==> src/rtl/cnn_pkg.sv <==
// Shared types and dimension constants for the CNN layer sequencers.
package cnn_pkg;

    localparam int DEF_IMG_W = 28;
    localparam int DEF_IMG_H = 28;
    localparam int DEF_K     = 5;

    localparam int OUT_W = DEF_IMG_W - DEF_K + 1;
    localparam int OUT_H = DEF_IMG_H - DEF_K + 1;
    localparam int TAPS  = DEF_K * DEF_K;

    typedef enum logic [2:0] {
        S_IDLE,
        S_TAP,
        S_DRAIN,
        S_OUT,
        S_DONE
    } state_t;

endpackage

==> src/rtl/win_addr_gen.sv <==
// Kernel-window tap counters; registers the image read address and tap index
// so both appear in the same cycle as the tap they describe.
module win_addr_gen #(
    parameter int IMG_W  = 28,
    parameter int K      = 5,
    parameter int ADDR_W = 10
) (
    input  logic              clk,
    input  logic              n_reset,
    input  logic              tap_go,    // a tap is issued next cycle
    input  logic              first,     // that tap is tap 0 of a new pixel
    input  logic [4:0]        row,       // pixel the next tap belongs to
    input  logic [4:0]        col,
    output logic              last,      // current tap is the final one
    output logic [ADDR_W-1:0] pix_addr,
    output logic [4:0]        tap_idx
);

    localparam int KW = (K > 1) ? $clog2(K) : 1;

    logic [KW-1:0] kr, kc, kr_n, kc_n;

    always_comb begin
        kr_n = '0;
        kc_n = '0;
        if (!first) begin
            if (int'(kc) == K - 1) begin
                kr_n = kr + 1'b1;
            end else begin
                kr_n = kr;
                kc_n = kc + 1'b1;
            end
        end
    end

    assign last = (int'(kr) == K - 1) && (int'(kc) == K - 1);

    // Outside a tap everything parks at zero, so a fresh pixel always starts clean.
    always_ff @(posedge clk or negedge n_reset) begin
        if (!n_reset) begin
            kr       <= '0;
            kc       <= '0;
            pix_addr <= '0;
            tap_idx  <= '0;
        end else if (tap_go) begin
            kr       <= kr_n;
            kc       <= kc_n;
            pix_addr <= ADDR_W'((int'(row) + int'(kr_n)) * IMG_W + int'(col) + int'(kc_n));
            tap_idx  <= 5'(int'(kr_n) * K + int'(kc_n));
        end else begin
            kr       <= '0;
            kc       <= '0;
            pix_addr <= '0;
            tap_idx  <= '0;
        end
    end

endmodule

==> src/rtl/conv1_sched.sv <==
// Conv layer 1 sequencer: raster-walks output pixels, issues K*K taps per pixel,
// waits out the MAC latency and hands each pixel to pool1 over valid/ready.
module conv1_sched
    import cnn_pkg::*;
#(
    parameter int IMG_W   = DEF_IMG_W,
    parameter int IMG_H   = DEF_IMG_H,
    parameter int K       = DEF_K,
    parameter int MAC_LAT = 1,
    parameter int ADDR_W  = 10
) (
    input  logic              clk,
    input  logic              n_reset,
    input  logic              start,
    input  logic              out_ready,
    output logic              weight_en,
    output logic [ADDR_W-1:0] pix_addr,
    output logic [4:0]        tap_idx,
    output logic              acc_clr,
    output logic              acc_en,
    output logic              out_valid,
    output logic [4:0]        out_row,
    output logic [4:0]        out_col,
    output logic              busy,
    output logic              done
);

    localparam int OW = IMG_W - K + 1;
    localparam int OH = IMG_H - K + 1;
    localparam int DW = (MAC_LAT > 1) ? $clog2(MAC_LAT) : 1;

    state_t        state, state_n;
    logic [4:0]    row, col, row_n, col_n;
    logic [DW-1:0] drain_cnt;
    logic          last_tap, last_pix;

    assign last_pix = (int'(row) == OH - 1) && (int'(col) == OW - 1);

    always_ff @(posedge clk or negedge n_reset) begin
        if (!n_reset) begin
            state     <= S_IDLE;
            row       <= '0;
            col       <= '0;
            drain_cnt <= '0;
        end else begin
            state     <= state_n;
            row       <= row_n;
            col       <= col_n;
            drain_cnt <= (state == S_DRAIN) ? drain_cnt + 1'b1 : '0;
        end
    end

    always_comb begin
        state_n = state;
        row_n   = row;
        col_n   = col;
        case (state)
            S_IDLE: begin
                if (start) begin
                    state_n = S_TAP;
                    row_n   = '0;
                    col_n   = '0;
                end
            end
            S_TAP: begin
                if (last_tap) state_n = (MAC_LAT > 0) ? S_DRAIN : S_OUT;
            end
            S_DRAIN: begin
                if (int'(drain_cnt) == MAC_LAT - 1) state_n = S_OUT;
            end
            S_OUT: begin
                if (out_ready) begin
                    if (last_pix) begin
                        state_n = S_DONE;
                        row_n   = '0;
                        col_n   = '0;
                    end else begin
                        state_n = S_TAP;
                        if (int'(col) == OW - 1) begin
                            col_n = '0;
                            row_n = row + 1'b1;
                        end else begin
                            col_n = col + 1'b1;
                        end
                    end
                end
            end
            S_DONE:  state_n = S_IDLE;
            default: state_n = S_IDLE;
        endcase
    end

    // Address generator is fed next-cycle coordinates so its registered outputs line up with TAP.
    win_addr_gen #(
        .IMG_W  (IMG_W),
        .K      (K),
        .ADDR_W (ADDR_W)
    ) u_addr (
        .clk      (clk),
        .n_reset  (n_reset),
        .tap_go   (state_n == S_TAP),
        .first    (state != S_TAP),
        .row      (row_n),
        .col      (col_n),
        .last     (last_tap),
        .pix_addr (pix_addr),
        .tap_idx  (tap_idx)
    );

    assign weight_en = (state == S_TAP);
    assign acc_en    = (state == S_TAP);
    assign acc_clr   = (state == S_TAP) && (tap_idx == 5'd0);
    assign out_valid = (state == S_OUT);
    assign out_row   = out_valid ? row : '0;
    assign out_col   = out_valid ? col : '0;
    assign busy      = (state != S_IDLE);
    assign done      = (state == S_DONE);

endmodule

==> config.mk <==
export PLATFORM = sky130hd
export DESIGN_NAME = conv1_sched
export DESIGN_NICKNAME = d
export VERILOG_FILES = /design/src/rtl/cnn_pkg.sv /design/src/rtl/win_addr_gen.sv /design/src/rtl/conv1_sched.sv
export SDC_FILE = /design/constraint.sdc
export NUM_CORES = 1
export LEC_CHECK = 0
export ABC_CLOCK_PERIOD_IN_PS = 9550
export CAP_MARGIN = 15
export CORE_MARGIN = 4
export CORE_UTILIZATION = 60
export DETAILED_ROUTE_END_ITERATION = 8
export PLACE_DENSITY = 0.95
export SYNTH_ARGS = -nofsm -noshare
export SYNTH_HDL_FRONTEND = slang
export SYNTH_SLANG_ARGS = --single-unit
export TNS_END_PERCENT = 5
==> constraint.sdc <==
create_clock -name clk -period 9.55 [get_ports clk]
set_input_delay 1.91 -clock clk [delete_from_list [all_inputs] [get_ports clk]]
set_output_delay 1.91 -clock clk [all_outputs]
set_load 0.05 [all_outputs]
==> qor.yml <==
floorplan:
  io_pins: 35
  placementRows: 24
  die_height_um: 76.2
  die_area_mm2: 0.00580
  die_width_um: 76.2
  initial_utilization_pct: 63.2
  core_mm2: 0.00441
logic_synthesis:
  synth.most_common_cell: "ha_1"
  synth_compound_area_share_pct: 12.6
  netlist_instances: 288
  yosysWarnings: 0
  yosysTopAreaCell: "dfrtp_1"
  synth-adder-area-share_pct: 22.5
  synth_edf_count: 0
  ys_top_cells_by_count: "ha_1, dfrtp_1, inv_1"
  async_reset_ff_share_pct: 100
  ys_ff_latch: 35
  yosys.area_share.xor_xnor_pct: 5.97
  synth_area_leaders: "dfrtp_1, ha_1, fa_1"
  synth-simple-area-share_pct: 19.1
  synth_top_family_by_area: "adder cells"
  yosysSeqAreaShare_pct: 31.4
  syn_nets: 338
  yosys.cell_types.count: 55
  yosys-mux-area-fraction_pct: 1.48
  synth_top_flop_cell: "dfrtp_1"
  syn_avg_cell_area_um2: 9.68
  synth_area_mm2: 0.00279
  synth_top_cell_area_share_pct: 31.4
placed_design:
  gp_congestion: 0.861
  dp_cells: 366
  hpwl_mm: 4.38
  io_buffers: 34
sta:
  period_share_pct: 75.3
  setup_tns_ns: 0
  relSlewSlack_pct: 49.8
  rsz0062_at_grt: "false"
  max_freq_mhz: 139
  finClkSkew_ns: 0.00359
  hold_viol: 0
  worstMarginPinSlew_ns: 0.753
  min_period_ns: 7.19
  setup_violations: 0
  slew_viol_final: 0
cts:
  cts-root-buf: "clkbuf_8"
  cts_resized: 0
  numCtsBuffers: 5
  cts_hold_buf: 0
  cts_setup_buffers: 0
  clkTransAtPathRegs_ns: 0.07
  clk_path_buf_depth: 2
  cts_tree: "done"
  htreeDepth: 2
  clk_latency_ns: 0.29
  cts_num_sinks: 35
worst_setup_path:
  r2r-end: "u_addr.pix_addr[9]"
  path_common_cell: "ha_1"
  crit_arrival_ns: 7.34
  critPathLaunch: "out_ready"
  cp.required_ns: 9.69
  cpPeakStageDelay_ns: 0.67
  critPathBufInv: 3
  crit_family: "adder cells"
  critical_path_depth: 20
  critPathCaptureType: "register"
  start_kind: "input pin"
  rrSetupSlack_ns: 3.77
  path_cells: "clkdlybuf4s50_1 > inv_1 > o21ai_0 > nand2_1 > mux2_2 > ha_1 > fa_1 > xor2_1 > ha_1 > ha_1 > xnor2_1 > fa_1 > inv_1 > ha_1 > o21a_1 > o31a_1 > o21ai_0 > or4_1 > a21oi_1 > nor3b_1"
  worstSetupEndpoint: "u_addr.pix_addr[9]"
  crit_type: "in -> reg"
  r2r-start: "state[2]"
  critPathMaxFanout: 9
  crit_slowest_cell: "clkdlybuf4s50_1"
  rr_worst_depth: 20
min_path:
  worstHoldPathType: "reg -> reg"
  holdPathStages: 1
  min_from: "drain_cnt"
pwr:
  ir_drop_v: 0.000116
  power.density_mw_per_mm2: 206
  p_leak_nw: 1.65
global_routing:
  grt_overflow: 0
  antenna_found_initial: 0
  grt_pass1_wl_mm: 10.1
  grt_pass1_vias: 2223
  grt_max_degree: 36
  groute.usage.overall_pct: 20.8
drt:
  first_pass_iters: 4
  drt_iter0_drc: 158
  drc_errors: 0
  vias: 2159
  vias_per_cell: 5.79
  postRouteAntennaNets: 0
  detail_route.wl_per_cell_um: 15.0
  finalWirelength_mm: 5.61
layout:
  seq_area_um2: 876
  area_delta_synth_final_pct: 15.3
  stdcell_count: 373
  nets: 371
  finish.utilization_pct: 72.8
  antennaDiodeCount: 0
  multi_input_comb_area_mm2: 0.00172
  drive_gt1_share_pct: 6.85
  n_fill_cell: 307
status:
  status: "finished clean"
job:
  maxCapViolCount: 0
-- power breakdown --
group	internal (mW)	leakage (nW)	switching (mW)
clock network	0.0566	0.0470	0.0532
registers	0.179	0.471	0.0234
logic	0.125	1.13	0.227
-- layer usage --
| layer | track usage [%] | routed length [um] | up-vias |
|---|---|---|---|
| met1 | 24.1 | 2320 | 1043 |
| met5 | 0 | 0 | - |
| met3 | 4.37 | 243 | 12 |
| li1 | - | - | 1054 |
| met2 | 37.8 | 2950 | 50 |
| met4 | 6.82 | 93 | 0 |
-- state kept, by name, indices dropped and copies added (netlist names) --
name	count
u_addr.pix_addr	10
u_addr.tap_idx	5
drain_cnt	1
row	5
state	3
col	5
u_addr.kr	3
u_addr.kc	3
-- final cells by class --
class	count	share of cell area (%)
sequential	35	27.2
multi-input combinational	212	53.5
inverter	32	3.74
clock buffer	6	2.57
timing repair buffer	35	10.8
tap	52	2.02
clock inverter	1	0.156
-- placed cells by master (no fill, tap or decap), types with 3 or more instances in the layout --
cell,Yosys,final
a21o_1,5,5
nand3_1,3,3
xor2_1,6,6
o21ai_0,8,8
nand4_1,3,3
a31oi_1,6,6
mux2i_1,3,3
xnor2_1,13,13
ha_1,39,39
a21oi_1,10,10
nor2_1,27,27
clkdlybuf4s50_1,0,34
a211oi_1,4,4
dfrtp_1,35,35
nand2_1,14,14
fa_1,7,7
nor2b_1,4,4
inv_1,31,31
nor3_1,11,11
clkbuf_8,0,6
and2_1,10,10
-- stage by stage --
step           hold WS, ns  worst slack, ns  total power, mW  cell area (um^2)
3_3_place_gp         0.411             2.27            0.536              3130
3_5_place_dp         0.420             2.07            0.556              3130
6_report             0.425             2.36            0.664              3220
2_1_floorplan        0.398             2.98            0.467              2790
5_1_grt              0.463             1.93            0.717              3220
4_1_cts              0.429             2.38            0.670              3220
-- kinds of logic after synthesis --
kind of cell	count (synthesis)
buffers and inverters	41
xor gates and xnor gates	19
and+or+nand+nor	93
DFF	35
muxes	4
AOI/OAI and AO/OA	50
adders and majority gates	46
-- worst min path at each step --
stage,to,slack (ns)
5_1_grt,drain_cnt,0.46
3_5_place_dp,drain_cnt,0.42
2_1_floorplan,drain_cnt,0.40
3_3_place_gp,drain_cnt,0.41
4_1_cts,drain_cnt,0.43
6_report,drain_cnt,0.42
-- worst register-to-register path: stages (launching register included) --
cell and delay, ns:
dfrtp_1 0.48, nand3b_4 0.26, clkinv_1 0.38, o21ai_0 0.32, nand2_1 0.14, mux2_2 0.30, ha_1 0.24, fa_1 0.44
xor2_1 0.21, ha_1 0.30, ha_1 0.34, xnor2_1 0.17, fa_1 0.53, inv_1 0.04, ha_1 0.30, o21a_1 0.12
o31a_1 0.14, o21ai_0 0.15, or4_1 0.55, a21oi_1 0.17, nor3b_1 0.06
Power figures use the tool's default switching activity.
==> edit 1 (same flow settings) <==
Reset style: synchronous (`n_reset`), changed in 2 clocked blocks.
--- a/src/rtl/win_addr_gen.sv
+++ b/src/rtl/win_addr_gen.sv
@@ -36,7 +36,7 @@
     assign last = (int'(kr) == K - 1) && (int'(kc) == K - 1);
 
     // Outside a tap everything parks at zero, so a fresh pixel always starts clean.
-    always_ff @(posedge clk or negedge n_reset) begin
+    always_ff @(posedge clk) begin
         if (!n_reset) begin
             kr       <= '0;
             kc       <= '0;
--- a/src/rtl/conv1_sched.sv
+++ b/src/rtl/conv1_sched.sv
@@ -36,7 +36,7 @@
 
     assign last_pix = (int'(row) == OH - 1) && (int'(col) == OW - 1);
 
-    always_ff @(posedge clk or negedge n_reset) begin
+    always_ff @(posedge clk) begin
         if (!n_reset) begin
             state     <= S_IDLE;
             row       <= '0;
Check against the original RTL: differs if n_reset is asserted again (counterexample within 4 cycles, from zero or initial values and one cycle with n_reset low); with n_reset held inactive, the same outputs for 10 cycles.
==> edit 1 against the unedited design <==
- die area decreased by 0.76%
- worst setup slack worse by 0.052 ns
- design area decreased by 1.5%
- count of clock-buffer cells in the layout down 1
- core utilization fell by 1.1 points
- synthesized cell count is 9.0% higher
- synthesized area is 0.85% lower
- sequential cell count unchanged
- routed wire length up 12%
- largest cell class unchanged
Power is not compared: it rests on default switching activity, and its combinational part moved more than twofold at a synthesized area within 25%.
==> edit 1: results (changes against the unedited design) <==
- Crit-path max FO: 18 (+9)
- Vias in the first global route: 2348 (+5.6%)
- Initial antenna violation count: 0 (unchanged)
- Largest cells by area after synthesis: dfxtp_1 (25%), ha_1 (17%), fa_1 (5.1%), xnor2_1 (4.8%), nor2_1 (4.6%)
- Hold path depth: 1 (unchanged)
- Clock skew: 0.007077 ns (+0.003492 ns)
- Clock transition at path regs: 0.07 ns (about the same)
- Drt pass-1 iters: 5 (+1)
- Min-Delay Endpoint: u_addr.kc[0]
- Synth Flop Type: dfxtp_1
- Total CTS buffers: 5 (unchanged)
- Clk Latency, worst-skew pair: 0.29 ns (about the same)
- Synthesized area per cell: 8.802 µm² (-9.1%)
- Largest net degree at the start of global routing: 22 (-39%)
- Length in cells of the worst reg-to-reg path: 22 (+10%)
- RR Startpoint: col[0]
- ANT cells: 0 (unchanged)
- Reg2reg end: u_addr.pix_addr[9]
- Final Non-Filler Cells: 395 (+5.9%)
- Max FFs per register: 10 (unchanged)
- Min-delay src: u_addr.kc[0]
- Slack of the worst reg-to-reg path: 3.92 ns (+0.15 ns)
- PortBufs: 34 (unchanged)
- # hold bufs at CTS: 0 (unchanged)
- Maximum vdd ir drop: 0.06685 mV
- H-tree depth: 2 (unchanged)
- Fraction of layout cells with a size suffix above 1: 6.414% (-0.44 points)
- Slew Viols, Final: 0 (unchanged)
- HPWL Detailed: 4.952 mm (+13%)
- Status: complete, no violations
- Total nets after synthesis: 362 (+7.1%)
- Cell family with most CP delay: adder cells
- 1st-iter DRT viols: 174 (+10%)
- Lkg Pwr: ~1.5 nW
- Dpl ws: 2.173 ns (+0.1073 ns)
- GR Util All Layers: 24.24% (+3.4 points)
- Cts repair resizes: 0 (unchanged)
- Critical path arrival: 7.40 ns (+0.06 ns)
- FFs w/ async S/R, synth: 0% (-100 points)
- Seq/Total Area, Yosys: 25.35% (-6.1 points)
- CTS root buffer: clkbuf_8
- Nets: 390 (+5.1%)
- Post-synth EDFFs: 0 (unchanged)
- Post-synth top cells: ha_1 (37), dfxtp_1 (35), nor2_1 (34)
- CP peak stage delay: 0.84 ns (+0.17 ns)
- Per-cell routed wire length: 15.98 µm (+6.2%)
- Area after DPL: 3079 µm² (-1.6%)
- Biggest register: u_addr.pix_addr
- Hold Crit Class: reg2reg
- Crit-path slowest cell: clkdlybuf4s50_1
- Minimum hold slack: 0.4912 ns (+0.06667 ns)
- GPL Wtd Cong: 0.8712 (+1.2%)
- Worst slew margin: 49.36% (-0.46 points)
- First-pass GRT wire length: 10.59 mm (+4.8%)
- Synth cell types: 57 (+3.6%)
- Synthesis Warnings: 0 (unchanged)
- Vias per inst: 5.901 (+2.0%)
## edit 1: changes by cell type after synthesis, moves of 4 or more
cell,change
a31oi_1,-5
nor2_1,+7
dfxtp_1,+35
dfrtp_1,-35
and2_1,+8
nor2b_1,-4
nor3_1,-4
## edit 1: cells by family after synthesis
kind of cell | share of synthesized area [%]
simple gates | 21.55
xor+xnor | 8.194
flops | 25.35
compound gates | 14.08
mux | 1.539
buf+inv | 7.469
fa+ha+maj | 21.82
## edit 1: area by class of cell
class,instances,area [µm²]
sequential,35,700.7
clock buffer,5,68.82
tap,52,65.06
fill,311,1246
timing repair buffer,34,340.3
clock inverter,3,20.02
inverter,31,116.4
multi-input combinational,235,1857
## edit 1: layer usage
layer	wire [µm]	vias to the layer above	global-route usage (%)
li1	-	1132	-
met4	201	0	10.29
met3	333	20	5.409
met5	0	-	0
met1	2593	1087	28.99
met2	3183	92	41.54
## edit 1: worst max path at each step
stage / slack (ns) / depth (start not counted) / from / end
3_5_place_dp: 2.17 / 19 / out_ready / u_addr.pix_addr[9]
4_1_cts: 2.40 / 22 / out_ready / u_addr.pix_addr[9]
5_1_grt: 2.02 / 22 / out_ready / u_addr.pix_addr[9]
2_1_floorplan: 3.40 / 20 / start / u_addr.pix_addr[9]
6_report: 2.31 / 22 / out_ready / u_addr.pix_addr[9]
3_3_place_gp: 2.44 / 22 / out_ready / u_addr.pix_addr[9]
## edit 1: power breakdown
| part | leakage (nW) | internal (mW) | switching, mW |
|---|---|---|---|
| logic | 1.16 | 0.00786 | 0.0187 |
| clock network | 0.0402 | 0.0507 | 0.0551 |
| registers | 0.282 | 0.147 | 0.00163 |
==> edit 2 (same settings) <==
Made on the original files. `ADDR_W` is set to 10 in 2 places; all go to 9.
--- a/src/rtl/win_addr_gen.sv
+++ b/src/rtl/win_addr_gen.sv
@@ -3,7 +3,7 @@
 module win_addr_gen #(
     parameter int IMG_W  = 28,
     parameter int K      = 5,
-    parameter int ADDR_W = 10
+    parameter int ADDR_W = 9
 ) (
     input  logic              clk,
     input  logic              n_reset,
--- a/src/rtl/conv1_sched.sv
+++ b/src/rtl/conv1_sched.sv
@@ -7,7 +7,7 @@
     parameter int IMG_H   = DEF_IMG_H,
     parameter int K       = DEF_K,
     parameter int MAC_LAT = 1,
-    parameter int ADDR_W  = 10
+    parameter int ADDR_W  = 9
 ) (
     input  logic              clk,
     input  logic              n_reset,
Ports: changed (resized pix_addr); port bits go from 35 to 34. No check against the original RTL was run, so the function may have changed too.
==> edit 2 against the unedited design <==
- design area down 0.39%
- clock skew grew 0.0068 ns
- die area decreased by 1.5%
- routed wire length rose by 3.1%
- sequential cell count decreased by 1
- sequential power fell by 7%
- power decreased by 2.6%
- synthesized area decreased by 1.7%
- worst setup slack got worse by 0.11 ns
- critical path type unchanged
- critical endpoint is now u_addr.pix_addr[8]
- largest cell class unchanged
- largest power group unchanged
==> edit 2: results (changes against the unedited design) <==
- Status: complete, no violations
- Clk Latency, worst-skew pair: 0.30 ns
- Clock skew: 0.01036 ns (+0.006776 ns)
- 1st-iter DRT viols: 84 (-47%)
- GPL Wtd Cong: 0.9495 (+10%)
- Seq/Total Area, Yosys: 31.04% (-0.38 points)
- Worst slew pin tran: 0.6480 ns (-0.1046 ns)
- GR Util All Layers: 23.36% (+2.6 points)
- Nets: 354 (-4.6%)
- Largest cells by area after synthesis: dfrtp_1 (31%), ha_1 (16%), fa_1 (5.8%), xnor2_1 (4.2%), and2_1 (4.1%)
- Cell family with most CP delay: adder cells
- Vias: 2116 (-2.0%)
- Length in cells of the worst reg-to-reg path: 18 (-10%)
- Total nets after synthesis: 325 (-3.8%)
- Sw Ratio: 42.16% (-3.5 points)
- RR Startpoint: state[1]
- WL final: 5.785 mm (+3.1%)
- Final-layout fill cell count: 310 (+0.98%)
- Vias in the first global route: 2166 (-2.6%)
- Lkg Pwr: 1.664 nW (+0.88%)
- Fraction of layout cells with a size suffix above 1: 8.414% (+1.6 points)
- Max FFs per register: 9 (-1)
- Crit-path max FO: 11 (+2)
- HPWL Detailed: 4.395 mm (+0.40%)
- CP peak stage delay: 0.58 ns (-0.09 ns)
- PortBufs: 33 (-2.9%)
- First-pass GRT wire length: 9.949 mm (-1.6%)
- Largest net degree at the start of global routing: 35 (-2.8%)
- Slack of the worst reg-to-reg path: 3.76 ns (about the same)
- Minimum hold slack: 0.4484 ns (+0.02385 ns)
- Critical path arrival: 7.49 ns (+0.15 ns)
- Reg2reg end: u_addr.pix_addr[8]
- Drt pass-1 iters: 4 (unchanged)
## edit 2: changes by cell type after synthesis, moves of 5 or more
cell,before,now
inv_1,31,22
nor2_1,27,18
and2_1,10,18
a31oi_1,6,0
ha_1,39,34
## edit 2: worst register-to-register path, cell delays in order, from the launching register on
cell and delay (ns):
dfrtp_1 0.62, nand3b_4 0.20, inv_2 0.27, nand2_1 0.18
o41ai_1 0.43, ha_1 0.27, inv_1 0.07, fa_1 0.39
inv_1 0.14, xnor2_1 0.19, xnor2_1 0.21, ha_1 0.30
fa_1 0.52, fa_1 0.50, ha_1 0.33, a21oi_1 0.11
or4_1 0.50, and3_1 0.19, mux2_1 0.27
## edit 2: kinds of logic after synthesis
family	after synthesis	synth area share, %
simple gates	98	21.32
compound gates	49	13.10
fa+ha+maj	42	21.36
buf+inv	36	6.389
flops	34	31.04
xor+xnor	16	5.112
mux	4	1.689
## edit 2: through the flow
stage | worst slack [ns] | std cells | instance area, µm²
finish | 2.247 | 361 | 3203
global route | 1.938 | 361 | 3203
CTS | 2.260 | 361 | 3203
detailed placement | 1.974 | 353 | 3060
global placement | 2.206 | 353 | 3060
floorplan | 2.910 | 279 | 2741
## edit 2: worst max-delay path by stage
stage / end / slack [ns] / depth (start not counted)
after floorplan: u_addr.pix_addr[8] / 2.91 / 19
after global placement: u_addr.pix_addr[8] / 2.21 / 19
after detailed placement: u_addr.pix_addr[8] / 1.97 / 19
after CTS: u_addr.pix_addr[8] / 2.26 / 19
after global routing: u_addr.pix_addr[8] / 1.94 / 19
final: u_addr.pix_addr[8] / 2.25 / 19
## edit 2: final cells by class
| class | count | area, µm² | share of cell area [%] |
|---|---|---|---|
| clock inverter | 2 | 60.06 | 1.875 |
| inverter | 24 | 91.34 | 2.852 |
| clock buffer | 6 | 82.58 | 2.578 |
| multi-input combinational | 209 | 1715 | 53.55 |
| sequential | 34 | 850.8 | 26.56 |
| timing repair buffer | 34 | 337.8 | 10.55 |
| tap | 52 | 65.06 | 2.031 |
## edit 2: power by group through the flow
stage,Clock [mW],Sequential [mW],Combinational [mW]
2_1_floorplan,0,0.209,0.195
5_1_grt,0.176,0.192,0.318
3_3_place_gp,0,0.189,0.277
6_report,0.168,0.188,0.291
4_1_cts,0.169,0.188,0.292
3_5_place_dp,0,0.191,0.286
## edit 2: routing by layer
metal	track usage, %	vias up	part of all wire, %
met5	0	-	0
met4	11.26	0	1.9
met3	4.222	10	3.7
met2	40.65	45	51
met1	27.79	1036	43
li1	-	1025	-
